==> config.mk <==
export PLATFORM = sky130hd
export DESIGN_NAME = bin_to_bcd_seq
export DESIGN_NICKNAME = d
export VERILOG_FILES = /design/src/rtl/bin_to_bcd_seq.sv
export SDC_FILE = /design/constraint.sdc
export NUM_CORES = 1
export LEC_CHECK = 0
export CAP_MARGIN = 10
export CELL_PAD_IN_SITES_DETAIL_PLACEMENT = 1
export CELL_PAD_IN_SITES_GLOBAL_PLACEMENT = 1
export CORE_MARGIN = 10
export CORE_UTILIZATION = 40
export DETAILED_ROUTE_END_ITERATION = 10
export GPL_TIMING_DRIVEN = 1
export HOLD_SLACK_MARGIN = 0.08
export PLACE_DENSITY = 0.89
export SETUP_SLACK_MARGIN = 0.15
export SLEW_MARGIN = 20
export SYNTH_ARGS = -nofsm -noshare
export SYNTH_HDL_FRONTEND = slang
export SYNTH_SLANG_ARGS = --single-unit
==> constraint.sdc <==
create_clock -name clk -period 3.3 [get_ports clk]
set_clock_uncertainty 0.1 [all_clocks]
set_input_delay 0.825 -clock clk [delete_from_list [all_inputs] [get_ports clk]]
set_output_delay 0.825 -clock clk [all_outputs]
set_load 0.05 [all_outputs]
==> src/rtl/bin_to_bcd_seq.sv <==
// Sequential binary-to-BCD converter (double dabble), one bit per clock.
// Ports: clk, rst, start, bin -> busy, done, bcd, ovf (handshake + held result).
module bin_to_bcd_seq #(
  parameter int BIN_W  = 8,
  parameter int DIGITS = 3
) (
  input  logic                  clk,
  input  logic                  rst,
  input  logic                  start,
  input  logic [BIN_W-1:0]      bin,
  output logic                  busy,
  output logic                  done,
  output logic [4*DIGITS-1:0]   bcd,
  output logic                  ovf
);

  localparam int BW = 4 * DIGITS;
  localparam int CW = $clog2(BIN_W + 1);

  typedef enum logic [1:0] {
    S_IDLE,
    S_SHIFT,
    S_DONE
  } state_t;

  state_t          r_state;
  state_t          w_next;
  logic [BIN_W-1:0] r_shreg;
  logic [BW-1:0]   r_scratch;
  logic [BW-1:0]   w_adj;
  logic            r_ovf_acc;
  logic [CW-1:0]   r_cnt;
  logic            r_done;
  logic [BW-1:0]   r_bcd;
  logic            r_ovf;
  logic            w_last;

  // add-3 on every digit >= 5 before the shift
  for (genvar g = 0; g < DIGITS; g++) begin : g_adj
    assign w_adj[4*g +: 4] =
      (r_scratch[4*g +: 4] >= 4'd5) ?
      r_scratch[4*g +: 4] + 4'd3 :
      r_scratch[4*g +: 4];
  end

  assign w_last = (r_cnt == CW'(1));

  always_ff @(posedge clk) begin
    if (rst) r_state <= S_IDLE;
    else     r_state <= w_next;
  end

  always_comb begin
    w_next = r_state;
    unique case (r_state)
      S_IDLE:  if (start) w_next = S_SHIFT;
      S_SHIFT: if (w_last) w_next = S_DONE;
      S_DONE:  w_next = S_IDLE;
      default: w_next = S_IDLE;
    endcase
  end

  always_ff @(posedge clk) begin
    if (rst) begin
      r_shreg   <= '0;
      r_scratch <= '0;
      r_ovf_acc <= 1'b0;
      r_cnt     <= '0;
      r_done    <= 1'b0;
      r_bcd     <= '0;
      r_ovf     <= 1'b0;
    end else begin
      r_done <= 1'b0;
      unique case (r_state)
        S_IDLE: begin
          if (start) begin
            r_shreg   <= bin;
            r_scratch <= '0;
            r_ovf_acc <= 1'b0;
            r_cnt     <= CW'(BIN_W);
          end
        end
        S_SHIFT: begin
          r_scratch <= {w_adj[BW-2:0], r_shreg[BIN_W-1]};
          r_shreg   <= {r_shreg[BIN_W-2:0], 1'b0};
          // a bit leaving the top digit means value >= 10^DIGITS
          r_ovf_acc <= r_ovf_acc | w_adj[BW-1];
          r_cnt     <= r_cnt - CW'(1);
        end
        S_DONE: begin
          r_bcd  <= r_scratch;
          r_ovf  <= r_ovf_acc;
          r_done <= 1'b1;
        end
        default: ;
      endcase
    end
  end

  assign busy = (r_state == S_SHIFT);
  assign done = r_done;
  assign bcd  = r_bcd;
  assign ovf  = r_ovf;

endmodule

## Word-level counts from Yosys, hierarchy flattened

Index checks and enable logic that the tools add are counted.

- Magnitude comparators: 3
- Equal/unequal tests: 5
- Add/sub/neg operators: 4
- Reductions and logical operators: 4
- Multiplexer cells: 15
- Bitwise operators: 1

Operators with widths:

| cell | number |
|---|---|
| 12-bit case mux with 2 select lines | 1 |
| 4-bit two-way mux | 4 |
| 8-bit case mux with 2 select lines | 1 |
| 4-bit by 2-bit adder with 4-bit output (second input constant) | 3 |
| 4-bit by 3-bit greater-or-equal comparator with 1-bit output (second input constant) | 3 |
| 12-bit two-way mux | 1 |
| 8-bit two-way mux | 1 |
| 4-bit case mux with 2 select lines | 1 |
| 4-bit by 1-bit == test with 1-bit output (second input constant) | 1 |
| 2-bit two-way mux | 2 |
| 2-bit case mux with 2 select lines | 1 |
| 2-bit AND reduction | 2 |
| 4-bit by 1-bit subtractor with 4-bit output (second input constant) | 1 |
| 2-bit by 1-bit == test with 1-bit output (second input constant) | 1 |
| 2-bit == test (second input constant) | 1 |
| 2-bit logical NOT | 1 |
| 1-bit two-way mux | 2 |
| 2-bit by 1-bit != test with 1-bit output (second input constant) | 1 |
| 2-bit != test (second input constant) | 1 |
| 1-bit case mux with 2 select lines | 1 |
| 2-bit nonzero test | 1 |
| 1-bit bitwise OR | 1 |

- Register bits after elaboration: 41
- Bits of input ports: 11
- Word-level logic and storage cells: 40

## Depth between registers and ports, before layout

Gate-level depths: netlist (run 1).

- Depth after elaboration: 4
- Depth in mapped cells: 5

## Worst setup path before layout (run 1)

OpenSTA, ideal clock, no wires.

- Path type: input-to-reg
- From: input rst
- To: register r_scratch[1]
- Setup time: 0.073 ns
- Setup slack: 1.514 ns
- Stages on the path: 5
- Path buffers: 2
- Arrival time: 1.613 ns
- Path through: buf_2 > nor3b_4 > buf_4 > o2111ai_1 > o211ai_2

RTL lines:

| element | line | RTL |
|---|---|---|
| start, declared | 8 | `input logic rst,` |
| end signal, assigned | 84 | `r_scratch <= {w_adj[BW-2:0], r_shreg[BIN_W-1]};` |
| end, declared | 29 | `logic [BW-1:0] r_scratch;` |

## Worst setup path after layout (run 1)

- From: register r_state[0]
- To: output busy

- Cells in the longest elaborated chain, start to end: 1

RTL lines:

| element | line | RTL |
|---|---|---|
| start, declared | 26 | `state_t r_state;` |
| start signal, assigned | 50 | `else r_state <= w_next;` |
| 2-bit by 1-bit == test with 1-bit output | 100 | `assign busy = (r_state == S_SHIFT);` |
| end, declared | 11 | `output logic busy,` |

No other way between the ends.

==> impl_results.md, run 1 <==
- Port Buffers: 25
- Final Hold Vio Count: 0
- WL final: 5.07 mm
- CP Max Fanout: 15
- Worst slew pin tran: 0.690 ns
- Switch share: 0.279
- Clock transition at path regs: 0.07 ns
- Post-synth ARST share: 0
- Worst EP arrival: 1.98 ns
- Net load switching power: 0.282 mW
- Core Region: 4750 um2
- Rows: 25
- Clock Power Share: 0.315
- Layout cells sized above 1: 0.0977
- Routed vias/inst: 5.25
- Mapped Nets: 250
- First-pass GRT wire length: 8.83 mm
- CTS tree: built
- Worst Setup Slack, final: 0.396 ns
- Number of synthesized flops with an enable pin: 0
- Final Max Tran Viols: 0
- Synthesized instance count: 231
- Initial antenna violation count: 0
- Seq/Total Area, Yosys: 0.414
- Sequential power share: 0.535
- Power per cell area: 430 nW/um2
- H-tree depth: 2
- CTS hold repair buffers: 0
- Die Width: 90.4 um
- Pleak: 0.810 nW
- Min-delay worst type: flop to flop
- Mapped Avg Cell Area: 8.59 um2
- Max stage delay on crit path: 0.64 ns
- Worst vdd ir: 0.260 mV
- Vias after detailed routing: 1,696
- Post-layout net count: 274
- Clk Latency, worst-skew pair: 0.29 ns
- Fmax: 344 MHz
- Placed Instance Area: 2280 um2
- Commonest non-fill, non-tap cell in the layout: dfxtp_1
- Hpwl dp: 3.78 mm
- CP max-delay cell: dfxtp_1
- Worst path cell trace: nand2b_1, clkinv_4, dlygate4sd2_1
- Endpoint class of the critical path: output pin
- Crit path kind: flop to output pin
- Netlist cell types: 42
- Max Cap Viol: 0
- Fill count: 579
- RSZ-0062 raised after global routing: no
- Internal power: 0.731 mW
- I/O pins: 26
- Number of global-route vias before repair: 1,816
- Clock Tree Buf Depth: 2
- Die Y: 90.4 um
- Part of the power in combinational logic: 0.150
- Status: finished, final reports clean
- Pre-antenna DRT Iters: 4
- GRT Util Overall: 0.128
- Final setup TNS: 0 ns
- Flops & latches, synth: 41
- CP required: 2.37 ns
- Finish-stage setup viols: 0
- Largest net degree at the start of global routing: 20
- Max-slew headroom: 0.540
- Area of the die: 8180 um2
- Final worst path period share: 0.880
- CTS buffer count: 5
- Synth-to-layout area growth: 18.7%
- Routability-driven placement congestion ratio: 0.784
- Final Critical Period: 2.90 ns
- Most frequent cells in the layout: 41 x dfxtp_1, 31 x nand2_1, 26 x a21oi_1, 24 x clkdlybuf4s50_1, 21 x inv_1
- Warnings from Yosys: 0
- Routed Antenna Nets: 0
- Worst slack at placement: 0.460 ns
- Drt first-iter violations: 91
- Design Area, Final: 2360 um2
- Main synth FF type: dfxtp_1
- Final Non-Filler Cells: 323
- Clock sink total: 41
- Cell Area, Synth: 1980 um2
- GR Overflow Total: 0
- Startpoint Class: flop
- DR WL/cell: 15.7 um
- Number of remaining DRC errors: 0
- Root Buffer: clkbuf_8
- Initial core utilization: 0.417
- Antenna diode count: 0
- DP Cell Count: 315
registers in the layout, summed over array words and instances, names as in the netlist:
signal     count
bcd           12
r_scratch     12
r_shreg        8
r_cnt          4
r_state        2
done           1
ovf            1
r_ovf_acc      1
path summary, 6_finish.rpt:
| check | startpoint | end | slack (ns) | cells after the start |
|---|---|---|---|---|
| min | bcd[11]$_SDFFE_PP0P_ | bcd[11]$_SDFFE_PP0P_ | 0.36 | 2 |
| max | r_state[0]$_SDFFE_PP0P_ | busy | 0.40 | 3 |
| max reg2reg | r_state[0]$_SDFFE_PP0P_ | r_scratch[1]$_SDFFE_PP0P_ | 1.41 | 3 |
| min reg2reg | bcd[11]$_SDFFE_PP0P_ | bcd[11]$_SDFFE_PP0P_ | 0.36 | 2 |
power groups by stage:
| stage | clock, mW | combinational (mW) | sequential [mW] |
|---|---|---|---|
| after floorplan | 0 | 0.117 | 0.543 |
| after global placement | 0 | 0.145 | 0.551 |
| after detailed placement | 0 | 0.154 | 0.553 |
| after CTS | 0.327 | 0.153 | 0.542 |
| after global routing | 0.350 | 0.170 | 0.546 |
| final | 0.319 | 0.152 | 0.542 |
cell type report:
type | instances | area, um2 | share of cell area
clock buffer | 8 | 80.1 | 0.0340
timing repair buffer | 30 | 287 | 0.122
multi-input combinational | 155 | 997 | 0.423
inverter | 22 | 87.6 | 0.0372
sequential | 41 | 821 | 0.348
tap | 67 | 83.8 | 0.0356
metrics by stage:
step | utilization | total power, mW | hold slack (ns)
3_3_place_gp | 0.479 | 0.696 | 0.341
6_report | 0.496 | 1.01 | 0.356
5_1_grt | 0.496 | 1.07 | 0.378
3_5_place_dp | 0.479 | 0.707 | 0.350
2_1_floorplan | - | 0.660 | 0.327
4_1_cts | 0.496 | 1.02 | 0.360
routing by layer:
metal / routed length (um) / GRT usage / part of all wire / vias to the layer above
li1: - / - / - / 849
met1: 2240 / 0.149 / 0.44 / 820
met2: 2600 / 0.221 / 0.51 / 21
met3: 183 / 0.0357 / 0.036 / 6
met4: 51 / 0.0385 / 0.010 / 0
met5: 0 / 0 / 0 / -
kinds of logic (layout without fill, tap and decap cells):
| kind of cell | count (synthesis) | after routing | synth area share |
|---|---|---|---|
| buffers and inverters | 35 | 60 | 0.0839 |
| AOI/OAI and AO/OA | 69 | 69 | 0.247 |
| adders and majority gates | 8 | 8 | 0.0504 |
| and+or+nand+nor | 75 | 75 | 0.192 |
| DFF | 41 | 41 | 0.414 |
| xor gates and xnor gates | 3 | 3 | 0.0132 |
critical path: cells and delay by family (launching register included):
family | cells | cell delay (ns)
buffers and inverters | 2 | 0.71
DFF | 1 | 0.64
and+or+nand+nor | 1 | 0.33
repair_timing:
item	4_1_cts	5_1_grt
buffers inserted	0	0
resized for setup	1	0
endpoints found under the setup margin	1	0
Yosys cell counts (2+ instances only):
master     number  area share
nor4b_1         3       0.013
a21o_1          2      0.0076
o211ai_1        3       0.011
o211ai_2        3       0.019
ha_1            8       0.050
o21ai_0         7       0.018
inv_1          21       0.040
o31ai_1         2      0.0076
buf_4           5       0.019
a211oi_1        2      0.0076
buf_1           2      0.0038
xnor2_1         3       0.013
nand2b_1        4       0.013
o21a_1          4       0.015
nand3_1        11       0.028
nor2_1         14       0.026
clkbuf_1        2      0.0038
o221a_2         5       0.028
nor2b_1         3      0.0095
a21oi_1        26       0.066
nand2_1        31       0.059
a22o_1          3       0.013
o2111ai_1       6       0.026
buf_2           3      0.0076
dfxtp_1        41        0.41
No activity file was read; power rests on OpenSTA's default activity.
==> inputs of run 2 (changes only) <==
- CAP_MARGIN: 10 -> default
==> results of run 2 <==
No change in the layout: final DEF, timing and power equal those of run 1.
==> inputs of run 3 (changes only) <==
- CTS_CLUSTER_DIAMETER: default -> 40
==> results of run 3 <==
No change in the layout: final DEF, timing and power equal those of run 1.
